===== config.mk =====
export PLATFORM = sky130hd
export DESIGN_NAME = mul_arbiter
export DESIGN_NICKNAME = d
export VERILOG_FILES = /design/src/rtl/mul_arb_pkg.sv /design/src/rtl/mul_arb_tag_fifo.sv /design/src/rtl/mul_arbiter.sv
export SDC_FILE = /design/constraint.sdc
export NUM_CORES = 1
export LEC_CHECK = 0
export BUFFER_PORTS_ARGS = -buffer_cell sky130_fd_sc_hd__clkbuf_2
export CAP_MARGIN = 25
export CELL_PAD_IN_SITES_DETAIL_PLACEMENT = 0
export CELL_PAD_IN_SITES_GLOBAL_PLACEMENT = 1
export CORE_ASPECT_RATIO = 1.1
export CORE_MARGIN = 3
export CORE_UTILIZATION = 24
export DETAILED_ROUTE_END_ITERATION = 8
export PLACE_DENSITY_LB_ADDON = 0.1
export SLEW_MARGIN = 20
export SYNTH_ARGS = -nofsm -noshare
export SYNTH_HDL_FRONTEND = slang
export SYNTH_SLANG_ARGS = --single-unit

===== constraint.sdc =====
create_clock -name clk -period 1.9 [get_ports clk]
set_input_delay 0.285 -clock clk [delete_from_list [all_inputs] [get_ports clk]]
set_output_delay 0.285 -clock clk [all_outputs]
set_load 0.02 [all_outputs]

===== src/rtl/mul_arb_pkg.sv =====
// Shared helpers for the multiplier arbiter: tag width and message width derivation.
package mul_arb_pkg;

  // Tag must be at least one bit even for a single requester.
  function automatic int unsigned tag_width(input int unsigned nreqs);
    return (nreqs > 1) ? $clog2(nreqs) : 1;
  endfunction

  function automatic int unsigned msg_bits(input int unsigned width);
    return 2 * width;
  endfunction

  // Message type for the default operand width; modules derive their own via msg_bits().
  typedef logic [7:0] msg_default_t;

endpackage


===== src/rtl/mul_arb_tag_fifo.sv =====
// In-order FIFO of owner tags for in-flight multiplies; async active-high reset.
module mul_arb_tag_fifo #(
  parameter int unsigned p_width = 1,
  parameter int unsigned p_depth = 2
) (
  input  logic                         clk,
  input  logic                         reset,
  input  logic                         push,
  input  logic [p_width-1:0]           push_data,
  input  logic                         pop,
  output logic [p_width-1:0]           pop_data,
  output logic                         full,
  output logic                         empty,
  output logic [$clog2(p_depth+1)-1:0] count
);

  localparam int unsigned ptr_w = (p_depth > 1) ? $clog2(p_depth) : 1;
  localparam int unsigned cnt_w = $clog2(p_depth + 1);

  logic [p_width-1:0] mem [p_depth];
  logic [ptr_w-1:0]   head_q, tail_q;
  logic [cnt_w-1:0]   cnt_q;

  function automatic logic [ptr_w-1:0] next_ptr(input logic [ptr_w-1:0] p);
    return (p == ptr_w'(p_depth - 1)) ? '0 : p + ptr_w'(1);
  endfunction

  always_comb begin
    full     = (cnt_q == cnt_w'(p_depth));
    empty    = (cnt_q == '0);
    count    = cnt_q;
    pop_data = mem[head_q];
  end

  always_ff @(posedge clk or posedge reset) begin
    if (reset) begin
      head_q <= '0;
      tail_q <= '0;
      cnt_q  <= '0;
    end else begin
      if (push) tail_q <= next_ptr(tail_q);
      if (pop)  head_q <= next_ptr(head_q);
      unique case ({push, pop})
        2'b10:   cnt_q <= cnt_q + cnt_w'(1);
        2'b01:   cnt_q <= cnt_q - cnt_w'(1);
        default: cnt_q <= cnt_q;
      endcase
    end
  end

  // Storage needs no reset; occupancy is tracked by the pointers.
  always_ff @(posedge clk) begin
    if (push) mem[tail_q] <= push_data;
  end

endmodule


===== src/rtl/mul_arbiter.sv =====
// Round-robin sharing of one multi-cycle multiplier; responses are steered back by in-order tags.
module mul_arbiter
  import mul_arb_pkg::*;
#(
  parameter int unsigned p_width        = 4,
  parameter int unsigned p_nreqs        = 2,
  parameter int unsigned p_max_inflight = 2
) (
  input  logic                                clk,
  input  logic                                reset,
  input  logic [p_nreqs-1:0]                  in_req_val,
  output logic [p_nreqs-1:0]                  in_req_rdy,
  input  logic [p_nreqs-1:0][2*p_width-1:0]   in_req_msg,
  output logic [p_nreqs-1:0]                  out_resp_val,
  input  logic [p_nreqs-1:0]                  out_resp_rdy,
  output logic [p_nreqs-1:0][2*p_width-1:0]   out_resp_msg,
  output logic                                mul_req_val,
  input  logic                                mul_req_rdy,
  output logic [2*p_width-1:0]                mul_req_msg,
  input  logic                                mul_resp_val,
  output logic                                mul_resp_rdy,
  input  logic [2*p_width-1:0]                mul_resp_msg
);

  localparam int unsigned tag_w = tag_width(p_nreqs);
  localparam int unsigned msg_w = msg_bits(p_width);
  localparam int unsigned cnt_w = $clog2(p_max_inflight + 1);

  typedef logic [msg_w-1:0] msg_t;

  logic [tag_w-1:0]   prio_q, prio_d, grant_idx, cand, head_tag;
  logic [p_nreqs-1:0] grant;
  logic               grant_found, can_issue, req_fire, resp_fire;
  logic               full, empty;
  logic [cnt_w-1:0]   count;
  logic               unused_count;
  int unsigned        sum;

  assign unused_count = ^count;

  // Grant search is suppressed during reset so every handshake output reads 0.
  always_comb begin
    grant_found = 1'b0;
    grant_idx   = '0;
    sum         = 0;
    cand        = '0;
    if (!reset) begin
      for (int unsigned k = 0; k < p_nreqs; k++) begin
        sum = 32'(prio_q) + k;
        if (sum >= p_nreqs) sum = sum - p_nreqs;
        cand = tag_w'(sum);
        if (!grant_found && in_req_val[cand]) begin
          grant_found = 1'b1;
          grant_idx   = cand;
        end
      end
    end
    grant = '0;
    if (grant_found) grant[grant_idx] = 1'b1;
  end

  always_comb begin
    can_issue   = mul_req_rdy && !full && !reset;
    in_req_rdy  = grant & {p_nreqs{can_issue}};
    mul_req_val = can_issue && grant_found;
    mul_req_msg = grant_found ? msg_t'(in_req_msg[grant_idx]) : '0;
    req_fire    = mul_req_val && mul_req_rdy;
    prio_d      = prio_q;
    if (req_fire) begin
      prio_d = (grant_idx == tag_w'(p_nreqs - 1)) ? '0 : grant_idx + tag_w'(1);
    end
  end

  always_comb begin
    out_resp_val = '0;
    if (mul_resp_val && !empty) out_resp_val[head_tag] = 1'b1;
    mul_resp_rdy = !empty && out_resp_rdy[head_tag];
    resp_fire    = mul_resp_val && mul_resp_rdy;
    for (int unsigned i = 0; i < p_nreqs; i++) out_resp_msg[i] = mul_resp_msg;
  end

  always_ff @(posedge clk or posedge reset) begin
    if (reset) prio_q <= '0;
    else       prio_q <= prio_d;
  end

  mul_arb_tag_fifo #(
    .p_width (tag_w),
    .p_depth (p_max_inflight)
  ) u_tag_fifo (
    .clk       (clk),
    .reset     (reset),
    .push      (req_fire),
    .push_data (grant_idx),
    .pop       (resp_fire),
    .pop_data  (head_tag),
    .full      (full),
    .empty     (empty),
    .count     (count)
  );

endmodule


==> impl_results.md <==
- Status: complete, no violations
- Detail Route Antenna Nets: 0
- Post-route minimum period: ~1.7 ns
- Start of the worst register-to-register path: u_tag_fifo.head_q
- TritonCTS clock tree: yes
- Setup repair after global routing missed its margin: false
- Predominant post-synthesis flop cell: dfrtp_1
- Count of H-tree levels built during CTS: 1
- Post-Syn Area: ~660 µm²
- Count of final setup violators: 0
- Number of placed instances, taps included: approximately 120
- Number of global-route vias before repair: roughly 500
- Hold/Removal Path Class: in -> async
- CTS Buf Count: 3
- Peak Freq: around 570 MHz
- Drt total wl: between 1.5 and 2 mm
- Sequential Power Share: 0.351
- Num Clock Sinks: 7
- Post-CTS setup buffers: 0
- Total stage count of the critical path: 4
- Skew final: between 0.007 and 0.008 ns
- Via total after detailed routing: about 570
- Headroom to the max-slew limit: 0.7338
- Maximum number of pins on one net before global-route repair: 13
- Hold buffer count at CTS: 0
- Post-CTS clock slew at the launch and capture registers of the worst setup and hold paths: approximately 0.06 ns
- Number of standard cells in the layout, taps in and fillers out: about 130
- DRC violation total after the first TritonRoute iteration: 10
- Fraction of power spent switching nets: 0.4122
- Proportion of synthesized chip area in sequential cells: 0.2798
- Proportion of layout cells with a drive suffix above 1: 0.5000
- Top cell types by occurrence after synthesis: buf_4, nor2_1, a32oi_1
- Hold Worst Slack: roughly 0.2 ns
- Required time of the worst setup path: about 1.6 ns
- Final count of hold timing violations: 0
- Accumulated negative setup slack: 0 ns
- Overall power after layout: about 0.84 mW
- Area growth, synth to finish: 18.15%
- Data arrival time of the critical path: 1.46 ns
- Critical register-to-register path endpoint: u_tag_fifo.count[1]
- Port Buf Inserts: 37
- Width of the die: between 50 and 60 µm
- Die height: slightly above 60 µm
- Clock network power share: 0.162
- NumNets Final: 130
- Gr usage total: 0.08756
- Number of flip-flops and latches in the synthesized netlist: 7
- Library cells used by synthesis: 23
- Critical Path Max Stage Delay: 0.40 ns
- Std-Cell Rows: 19
- Mean instance size in the synthesized netlist: a little over 9 µm²
- Crit Path Category: reg -> out
- RD Place Congestion: around 0.7
- Area contributors post-synth: buf_4, dfrtp_1, a32oi_1
- Number of warnings printed during yosys synthesis: 0
- Post-CTS Resized: 0
- Pwr/cell area: about 1100 nW/µm²
- Leakage power figure: between 0.3 and 0.4 nW
- Register-to-register setup slack: ~0.29 ns
- Total congestion overflow: 0
- Cell chosen for the clock root: clkbuf_4
- DR pass1 iterations: 2
- CP max-delay cell: dfrtp_1
- Floorplan core area: ~2600 µm²
- Largest area contributor in the synthesized netlist: buf_4
- Post-route DRC violation count: 0
- Library cell with the highest instance count after synthesis: buf_4
- Per-cell via count in the routed design: roughly 4.5
- Diode insertion count for antenna repair: 0
- Type of origin of the critical path: flop
- Combinational Power Share: 0.486
- Initial core utilization: 0.2578
- Crit share post-route: 0.9171
- Largest fanout on the critical path: 10
- Number of top-level design ports: 62
- R2R depth: 5
- Worst-skew pair later-pin latency: around 0.25 ns
- Worst path buffer plus inverter count: 1
- First-pass GRT wire length: approximately 2.3 mm
- Net count after synthesis: roughly 110
- Area fraction of the dominant cell type after synthesis: 0.2042
- Antenna violations before repair: 0
- EDFF count, synth: 2
- Routed wire per std cell: between 10 and 15 µm
- Largest vdd supply drop: between 0.0007 and 0.0008 V
- Crit. End Element: primary output
- DPL Wire Length: approximately 1.2 mm
- Post-synthesis cell count: between 70 and 80
- Int Pwr: ~0.5 mW
- Proportion of register bits with asynchronous set or reset after synthesis: 0.7143
- Max Buffers Root-to-Sink: 2
- Ordered list of cells on the worst path: nand2b_1 > a32oi_1 > nor2_1 > clkbuf_2
- Number of max-cap violations: 0
- Crit path max-delay family: flip-flops
- Net switching power: ~0.35 mW
- Number of max-slew violations in the final report: 0
- Worst-Margin Slew: between 0.3 and 0.4 ns
- Die Outline Area: about 3400 µm²
per-layer routing:
| layer | wire length, µm | track usage |
|---|---|---|
| met1 | 666 | 0.1069 |
| met2 | 751 | 0.1486 |
| met3 | 121 | 0.04193 |
| met4 | 2 | 0.006780 |
| met5 | 0 | 0 |
worst max-delay path by stage:
stage | end | startpoint
final | mul_req_msg[6] | prio_q
after global routing | mul_req_msg[1] | prio_q
after CTS | mul_req_msg[1] | prio_q
after detailed placement | u_tag_fifo.count[1] | u_tag_fifo.head_q
after global placement | mul_req_msg[6] | in_req_val[1]
after floorplan | u_tag_fifo.count[1] | u_tag_fifo.head_q
registers in the layout, summed over array words and instances (netlist names):
register           flops
prio_q                 1
u_tag_fifo.count       2
u_tag_fifo.head_q      1
u_tag_fifo.mem         2
u_tag_fifo.tail_q      1
metrics by stage:
| stage | setup slack (ns) | area [µm²] | utilization |
|---|---|---|---|
| global route | 0.03606 | 782.0 | 0.3046 |
| CTS | 0.1440 | 782.0 | 0.3046 |
| finish | 0.1576 | 782.0 | 0.3046 |
| floorplan | 0.2912 | 661.9 | - |
| global placement | 0.3229 | 755.7 | 0.2943 |
| detailed placement | 0.2833 | 755.7 | 0.2943 |
power groups by stage:
stage	Combinational [mW]	Clock [mW]	Sequential (mW)
floorplan	0.386	0	0.265
CTS	0.415	0.143	0.295
global placement	0.415	0	0.299
detailed placement	0.413	0	0.298
global route	0.452	0.151	0.303
finish	0.408	0.136	0.295
cell families after synthesis:
family,synth area share
buf+inv,0.2306
simple gates,0.1418
fa+ha+maj,0.01890
compound gates,0.2004
xor+xnor,0.06617
flops,0.2798
mux,0.06238
cell usage in the layout, fill, tap and decap left out:
cell type  instances
a21boi_2           1
a21oi_1            1
a32oi_1            8
and2_2             1
buf_4              2
clkbuf_1           1
clkbuf_2          37
clkbuf_4           3
dfrtp_1            5
edfxtp_1           2
ha_1               1
inv_1              1
inv_2              1
mux2_2             1
mux2i_1            3
nand2_1            1
nand2b_1           1
nand2b_4           1
nor2_1            15
nor2b_1            1
o2111ai_4          1
o211ai_1           2
o21ai_0            1
xnor2_1            3
xor2_1             2
area by class of cell:
type / instances / area (µm²)
Inverter: 2 / 7.507
Sequential cell: 7 / 185.2
Fill cell: 284 / 1785
Tap cell: 31 / 38.79
Multi-Input combinational cell: 44 / 324.1
Timing Repair Buffer: 39 / 200.2
Clock buffer: 4 / 26.28
tightest hold or removal path: cells and delay by family:
| family | cells | cell delay, ns |
|---|---|---|
| buffers and inverters | 3 | 0.49 |
Power figures use the tool's default switching activity.
